==> src/rtl/shift_right_iterative_if.sv <==
// shift_right_iterative_if: request/result handshake bundle for the iterative right shifter
interface shift_right_iterative_if #(parameter int WIDTH = 32, parameter int SHAMT_W = 5);
  logic               start_i;
  logic [WIDTH-1:0]   data_i;
  logic [SHAMT_W-1:0] shamt_i;
  logic               arith_i;
  logic               ack_i;
  logic               ready_o;
  logic               busy_o;
  logic               valid_o;
  logic [WIDTH-1:0]   result_o;
  modport master (output start_i, data_i, shamt_i, arith_i, ack_i, input ready_o, busy_o, valid_o, result_o);
  modport slave  (input start_i, data_i, shamt_i, arith_i, ack_i, output ready_o, busy_o, valid_o, result_o);
endinterface

==> src/rtl/shift_right_iterative.sv <==
// shift_right_iterative: logical/arithmetic right shift, one bit position per clock
module shift_right_iterative #(
  parameter int WIDTH   = 32,
  parameter int SHAMT_W = 5
) (
  input logic                    clk_i,
  input logic                    rst_i,
  shift_right_iterative_if.slave bus
);
  typedef enum logic [1:0] {IDLE, SHIFT, DONE} state_t;
  state_t             state_q, state_d;
  logic [WIDTH-1:0]   sr_q, sr_d;
  logic [SHAMT_W-1:0] cnt_q, cnt_d;
  logic               arith_q, arith_d;
  logic               accept;
  assign accept = (state_q == IDLE) && bus.start_i;
  always_comb begin
    state_d = state_q;
    sr_d    = sr_q;
    cnt_d   = cnt_q;
    arith_d = arith_q;
    case (state_q)
      IDLE: begin
        sr_d    = accept ? bus.data_i : sr_q;
        cnt_d   = accept ? bus.shamt_i : cnt_q;
        arith_d = accept ? bus.arith_i : arith_q;
        state_d = !accept ? IDLE : (bus.shamt_i == '0) ? DONE : SHIFT;
      end
      SHIFT: begin
        sr_d    = {arith_q & sr_q[WIDTH-1], sr_q[WIDTH-1:1]};
        cnt_d   = cnt_q - SHAMT_W'(1);
        state_d = (cnt_q == SHAMT_W'(1)) ? DONE : SHIFT;
      end
      DONE:    state_d = bus.ack_i ? IDLE : DONE;
      default: state_d = IDLE;
    endcase
  end
  always_ff @(posedge clk_i) begin
    if (!rst_i) begin
      state_q <= IDLE;
      sr_q    <= '0;
      cnt_q   <= '0;
      arith_q <= 1'b0;
    end else begin
      state_q <= state_d;
      sr_q    <= sr_d;
      cnt_q   <= cnt_d;
      arith_q <= arith_d;
    end
  end
  assign bus.ready_o  = (state_q == IDLE);
  assign bus.busy_o   = (state_q == SHIFT) || (state_q == DONE);
  assign bus.valid_o  = (state_q == DONE);
  assign bus.result_o = sr_q;
endmodule

==> src/flat_wrapper.sv <==
// flat-port wrapper written by rule: the top's interface ports become plain ports
module shift_right_iterative_flat 
#(
  parameter int WIDTH   = 32,
  parameter int SHAMT_W = 5
)
  (clk_i, rst_i, bus_start_i, bus_data_i, bus_shamt_i, bus_arith_i, bus_ack_i, bus_ready_o, bus_busy_o, bus_valid_o, bus_result_o);
  shift_right_iterative_if #(.WIDTH(WIDTH), .SHAMT_W(SHAMT_W)) bus_i ();
  input logic clk_i;
  input logic rst_i;
  input wire logic [$bits(bus_i.start_i)-1:0] bus_start_i;
  input wire logic [$bits(bus_i.data_i)-1:0] bus_data_i;
  input wire logic [$bits(bus_i.shamt_i)-1:0] bus_shamt_i;
  input wire logic [$bits(bus_i.arith_i)-1:0] bus_arith_i;
  input wire logic [$bits(bus_i.ack_i)-1:0] bus_ack_i;
  output wire logic [$bits(bus_i.ready_o)-1:0] bus_ready_o;
  output wire logic [$bits(bus_i.busy_o)-1:0] bus_busy_o;
  output wire logic [$bits(bus_i.valid_o)-1:0] bus_valid_o;
  output wire logic [$bits(bus_i.result_o)-1:0] bus_result_o;
  assign bus_i.start_i = bus_start_i;
  assign bus_i.data_i = bus_data_i;
  assign bus_i.shamt_i = bus_shamt_i;
  assign bus_i.arith_i = bus_arith_i;
  assign bus_i.ack_i = bus_ack_i;
  assign bus_ready_o = bus_i.ready_o;
  assign bus_busy_o = bus_i.busy_o;
  assign bus_valid_o = bus_i.valid_o;
  assign bus_result_o = bus_i.result_o;
  shift_right_iterative #(.WIDTH(WIDTH), .SHAMT_W(SHAMT_W)) u_core (.clk_i(clk_i), .rst_i(rst_i), .bus(bus_i));
endmodule
==> config.mk <==
export PLATFORM = sky130hd
export DESIGN_NAME = shift_right_iterative_flat
export DESIGN_NICKNAME = d
export VERILOG_FILES = /design/src/rtl/shift_right_iterative_if.sv /design/src/rtl/shift_right_iterative.sv /design/src/flat_wrapper.sv
export SDC_FILE = /design/constraint.sdc
export NUM_CORES = 1
export LEC_CHECK = 0
export BUFFER_PORTS_ARGS = -buffer_cell sky130_fd_sc_hd__buf_4
export CORE_UTILIZATION = 50
export CTS_CLUSTER_DIAMETER = 120
export DETAILED_ROUTE_END_ITERATION = 7
export PLACE_DENSITY = 0.89
export SETUP_SLACK_MARGIN = 0.4
export SLEW_MARGIN = 30
export SYNTH_ARGS = -nofsm -noshare
export SYNTH_HDL_FRONTEND = slang
export SYNTH_SLANG_ARGS = --single-unit
export TNS_END_PERCENT = 5
==> constraint.sdc <==
create_clock -name clk_i -period 3.67 [get_ports clk_i]
set_input_delay 0.5505 -clock clk_i [delete_from_list [all_inputs] [get_ports clk_i]]
set_output_delay 0.5505 -clock clk_i [all_outputs]
set_load 0.01 [all_outputs]
=== Word-level counts from Yosys, hierarchy flattened ===
Index checks and enable logic that the tools add are counted.

* Word-level logic and storage cells: 26
* Output and inout port bits: 35
* Input port bits: 42
* Flip-flop bits (word level): 40

* Eq/ne operators: 4
* Multiplexer cells: 9
* Add/subtract/negate cells: 1
* Bitwise operators: 1
* Reductions and logical operators: 7

{| class="wikitable"
|+ Operator list
! kind !! number
|-
| 32-bit one-hot mux with 2 select lines || 1
|-
| 32-bit two-way mux || 1
|-
| 5-bit one-hot mux with 2 select lines || 1
|-
| 2-bit two-way mux || 4
|-
| 2-bit one-hot mux with 3 select lines || 1
|-
| 5-bit by 1-bit equality test with 1-bit output (second input constant) || 1
|-
| 5-bit zero test || 1
|-
| 5-bit two-way mux || 1
|-
| 5-bit by 1-bit subtractor with 5-bit output (second input constant) || 1
|-
| 2-bit AND reduction || 2
|-
| 2-bit by 1-bit equality test with 1-bit output (second input constant) || 1
|-
| 2-bit equality test (second input constant) || 1
|-
| 2-bit zero test || 1
|-
| 2-bit by 1-bit inequality test with 1-bit output (second input constant) || 1
|-
| 2-bit nonzero test || 1
|-
| 1-bit bitwise AND || 1
|-
| 1-bit logical AND || 1
|-
| 1-bit logical OR || 1
|}

=== Depth between registers and ports, before layout ===
* Word-level depth: 4
* Gate-level depth with buffers: 7
* Depth with buffers taken out: 5

=== Worst setup path before layout ===
OpenSTA, ideal clock, no wires.

* Kind: register to register
* Start point: reg u_core.state_q[0]
* End point: reg u_core.sr_q[0] (netlist: u_core.bus.result_o[0])
* Stages on the path, launching flop included: 7
* Clock period less this slack: 1.646 ns
* Setup slack: 2.024 ns
* Arrival time: 1.529 ns
* Buffers on the path: 2
* Setup time: 0.116 ns
* Path through: dfxtp_1 > inv_1 > ha_1 > mux2_2 > buf_2 > buf_2 > o211a_1

* Word-level cells in the longest chain between the ends: 4

{| class="wikitable"
|+ Ends and longest elaborated chain
! item !! line !! RTL
|-
| from (decl) || shift_right_iterative.sv:11 || <nowiki>state_t state_q, state_d;</nowiki>
|-
| from (signal assigned) || shift_right_iterative.sv:45 || <nowiki>state_q <= state_d;</nowiki>
|-
| 2-bit zero test * || -- ||
|-
| via bus_ready_o || flat_wrapper.sv:16 || <nowiki>output wire logic [$bits(bus_i.ready_o)-1:0] bus_ready_o;</nowiki>
|-
| 1-bit logical AND || shift_right_iterative.sv:16 || <nowiki>assign accept = (state_q == IDLE) && bus.start_i;</nowiki>
|-
| 2-bit by 1-bit inequality test with 1-bit output (no source line) || -- ||
|-
| 2-bit AND reduction (no source line) || -- ||
|-
| to (signal assigned) || shift_right_iterative.sv:46 || <nowiki>sr_q <= sr_d;</nowiki>
|-
| to (decl) || shift_right_iterative.sv:12 || <nowiki>logic [WIDTH-1:0] sr_q, sr_d;</nowiki>
|}

The timed path passes the listed nets; every way through them passes the cells marked *.
A chain may end at the register's enable or synchronous reset.

=== Worst setup path after layout ===
* Start point: reg u_core.state_q[1]
* End point: reg u_core.cnt_q[1]

* Word-level cells in the longest chain between the ends: 4

{| class="wikitable"
|+ Ends and longest elaborated chain
! item !! line !! RTL
|-
| 2-bit zero test || shift_right_iterative.sv:16, shift_right_iterative.sv:22 ||
|-
| 1-bit logical AND || shift_right_iterative.sv:16 ||
|-
| 2-bit by 1-bit inequality test with 1-bit output (no source line) || -- ||
|-
| 2-bit AND reduction (no source line) || -- ||
|-
| to (signal assigned) || shift_right_iterative.sv:47 || <nowiki>cnt_q <= cnt_d;</nowiki>
|-
| to (decl) || shift_right_iterative.sv:13 || <nowiki>logic [SHAMT_W-1:0] cnt_q, cnt_d;</nowiki>
|}

Parallel ways exist; a longest one is shown, timed or not.

==> results.md <==
- The switching component of the power is 353.6 uW.
- The tool flagged a number of max-cap violations equal to 0.
- Prior to clock tree synthesis, the placed netlist has a worst setup slack of 1.632 ns.
- The met1 routing resource usage after global routing is between 20% and 30%.
- The multi-input combinational cells in the finished layout cover a total of 1114 um^2.
- The internal power of the cells totals between 800 and 900 uW.
- The met3 usage in global routing is 7.813%.
- Across every metal layer, demand over resource in global routing totals 21.54%.
- TritonCTS built the clock tree.
- In this run, the number of DRC markers left after iteration 0 of detailed routing was 118.
- Clock-pin slew was measured on the worst setup and hold paths at 0.08 ns.
- The initial antenna violation count is 0.
- For this run, design rule violations remaining after detail routing come to 0.
- The die extent in y is 65.26 um.
- The leading cell type in the layout, fill and taps excluded is buf_4.
- When the netlist entered floorplanning its net count stood at roughly 260.
- The count of final max-slew check failures is 0.
- After synthesis the netlist holds a flip-flop and latch count of 40.
- The number of setup buffers added after CTS is 0.
- The via count of the routed design is 1767.
- The total CTS buffers is 5.
- At the worst endpoint, the required time is about 3.9 ns.
- The number of resized instances in the post-cts repair step is 0.
- The path depth of the worst reg2reg path is 5.
- After detailed routing, the average wire length per cell comes to 13.72 um.
- The top cell types in the final layout, fill and taps aside, are buf_4, dfxtp_1, nand2_1.
- In this run the deepest clock path goes through 2 buffers.
- The synthesized netlist contains 30 unique library cells.
- The repair_antennas step left the layout with diodes totalling 0.
- The power per cell area is around 450 nW/um^2.
- Of all nets on the critical path, the largest fanout is 46.
- The clock arrives with ~0.0070 ns of skew.
- The post-detailed-placement cell area is 2571 um^2.
- CTS saw 40 sinks.
- The setup slack of the most critical reg-to-reg path is 1.61 ns.
- The H-tree was split into 2 levels.
- The post-route clock period utilization is 56.19%.
- Adding up every negative setup slack in the final design gives 0 ns.
- The area overhead of the layout relative to synthesis is 33.33%.
- The global-route wire length before repair is 7.079 mm.
- The relative contribution of the clock network to total power is around a quarter.
- The library cell used as clock root buffer is clkbuf_8.
- The endpoint identified for the worst register-to-register timing path is u_core.cnt_q[1]$_SDFFE_PN0P_.
- In this run the critical register-to-register path is launched from u_core.state_q[1]$_SDFF_PN0_.
- In this run the horizontal extent of the chip is about 65 um.
- The average instance area after synthesis is 9.665 um^2.
- The final instance area is 2668 um^2.
- The met2 track demand over resource in global routing is 35.57%.
- The end point of the critical path is u_core.cnt_q[1]$_SDFFE_PN0P_.
- Across all hold checks on the routed design, the worst slack comes to roughly 0.47 ns.
- The total die area is 4258 um^2.
- Once routing completed, OpenROAD measured the worst setup slack at 1.608 ns.
- The kind of end point of the critical path is a register.
- The worst pin sits at a relative slew slack of 56.47%.
- The total of buffers placed on input and output ports is 76.
- After detailed routing, the number of vias per cell comes to 5.471.
- The top-level I/O count is 77.
- The number of hold buffers added after cts is 0.
- The element type at the critical path start is a register.
- Timing would allow up to 485.0 MHz.
- The most critical setup path has its startpoint at u_core.state_q[1]$_SDFF_PN0_.
- For the pin with the worst max-slew slack, the measured transition is 0.6529 ns.
- Of the total power, combinational logic draws 29.1%.
- The count of nets left with antenna violations once routing finished came out at 0.
- The clock insertion delay at the later pin of the skew report is 0.29 ns.
- In the final layout, the share of cells above drive strength 1 is 31.64%.
- The via count of the first global-routing pass is 1617.
- The first detailed-routing pass took 4 iterations.
- The leakage component of the power is 1.471 nW.
- Entering global routing, the biggest net connects 66 pins.
- The critical path class is reg2reg.
- After detailed routing, the total wire length is 4.431 mm.
- In this run switching power makes up 29.70% of total power.
- The final hold violation count is 0.
- The register area is ~800 um^2.
- Sequential cells burn 44.5% of the power.
- The net count reported at finish is ~320.
- The share of the Yosys chip area taken by registers is 40.03%.
- In this run the standard cell core region covers 3744 um^2.
- The most used routing layer in global routing is met2.
- The data arrival time of the critical path is approximately 2.2 ns.
- The worst IR drop on VDD is 285.6 uV.
- The sum of overflow across all layers after global routing is 0.
- The placed wire-length estimate is 3.000 mm.
- Setup violations remaining at the end of the flow were counted as 0.
- The worst path in the final design needs a cycle of 2.062 ns, including I/O delays and setup.
- The worst hold path belongs to the class reg2reg.
- The congestion estimate from routability-driven global placement came to 0.7645.
- Once the floorplan was initialized, standard cells occupied 53.44% of the core.
- After filler insertion, the fill cell instance count of the layout stands at ~330.
- The post-synth design cell area is 2001 um^2.
- The count of warnings emitted by yosys is 0.
- The gate count after technology mapping is 207.
- After layout, the design draws a total of 1.191 mW.
- The cell row count is 22.
- Setup repair after global routing left no endpoint under its margin.
- The run finished with clean final reports.
## state kept, by name, summed over array words and instances, names as in the netlist
name / flops
u_core.bus.result_o: 32
u_core.cnt_q: 5
u_core.state_q: 2
u_core.arith_q: 1
## synth_stat cells
cell | number | area, um^2
o21ai_1 | 1 | 5.000
or3_1 | 2 | 12.51
a21boi_1 | 2 | 15.01
or4_4 | 1 | 11.26
nor3_1 | 1 | 5.000
nor2_1 | 2 | 7.510
o31a_1 | 1 | 8.760
inv_1 | 5 | 18.77
ha_1 | 6 | 75.07
and3b_1 | 1 | 8.760
o311a_1 | 2 | 20.02
nand3_1 | 3 | 15.01
a21boi_0 | 1 | 7.510
a21oi_1 | 3 | 15.01
mux2_2 | 1 | 11.26
dfxtp_1 | 40 | 800.8
buf_2 | 11 | 55.05
nor2b_1 | 5 | 31.28
o21bai_1 | 1 | 7.510
o22ai_1 | 2 | 12.51
nand2_1 | 37 | 138.9
a21o_1 | 1 | 7.510
mux2i_1 | 32 | 320.3
o21ai_0 | 3 | 15.01
or3b_1 | 1 | 8.760
o211a_1 | 31 | 310.3
a31oi_1 | 2 | 12.51
and2_1 | 1 | 6.260
clkbuf_1 | 5 | 18.77
nand2b_1 | 3 | 18.77
## worst max-delay path, cell delays in order, from the launching register on
cell and delay [ns]:
dfxtp_1 0.34, inv_1 0.08, ha_2 0.17, buf_4 0.54
mux2i_1 0.37, o311a_1 0.44
## worst min-delay path by stage
stage / start / end / slack, ns / depth (start not counted)
final: u_core.arith_q$_SDFFE_PN0P_ / u_core.arith_q$_SDFFE_PN0P_ / 0.47 / 2
after global routing: u_core.cnt_q[4]$_SDFFE_PN0P_ / u_core.cnt_q[4]$_SDFFE_PN0P_ / 0.50 / 2
after CTS: u_core.arith_q$_SDFFE_PN0P_ / u_core.arith_q$_SDFFE_PN0P_ / 0.47 / 2
after detailed placement: u_core.arith_q$_SDFFE_PN0P_ / u_core.arith_q$_SDFFE_PN0P_ / 0.46 / 2
after global placement: u_core.arith_q$_SDFFE_PN0P_ / u_core.arith_q$_SDFFE_PN0P_ / 0.45 / 2
after floorplan: u_core.arith_q$_SDFFE_PN0P_ / u_core.arith_q$_SDFFE_PN0P_ / 0.44 / 2
## layout make-up
class / count / share of cell area (%)
Tap cell: 48 / 2.251
Sequential cell: 40 / 30.02
Timing Repair Buffer: 77 / 21.67
Multi-Input combinational cell: 146 / 41.74
Clock buffer: 7 / 3.612
Inverter: 5 / 0.7036
## power groups by stage
| stage | Sequential [mW] | Clock [mW] | Combinational [mW] |
|---|---|---|---|
| final | 0.530 | 0.314 | 0.347 |
| after global routing | 0.537 | 0.337 | 0.381 |
| after CTS | 0.529 | 0.319 | 0.349 |
| after global placement | 0.536 | 0 | 0.338 |
| after detailed placement | 0.539 | 0 | 0.347 |
| after floorplan | 0.552 | 0 | 0.196 |
## routing by layer
layer / vias up / share of wire (%) / routed length (um)
met4: 0 / 1.2 / 53
met5: - / 0 / 0
met1: 834 / 44 / 1936
met2: 54 / 47 / 2081
li1: 874 / - / -
met3: 5 / 8.1 / 359
## cells by family after synthesis
kind of cell / Yosys count / share of synthesized area (%)
buffers and inverters: 21 / 4.628
multiplexers: 33 / 16.57
AO/OA/AOI/OAI: 50 / 21.83
adder cells (fa/ha/maj): 6 / 3.752
AND/OR/NAND/NOR: 57 / 13.20
flip-flops: 40 / 40.03
## metrics by stage
stage / cells / util, %
final: 323 / 71.26
after global routing: 323 / 71.26
after CTS: 323 / 71.26
after detailed placement: 316 / 68.68
after global placement: 316 / 68.58
after floorplan: 207 / -
Power figures use the tool's default switching activity.
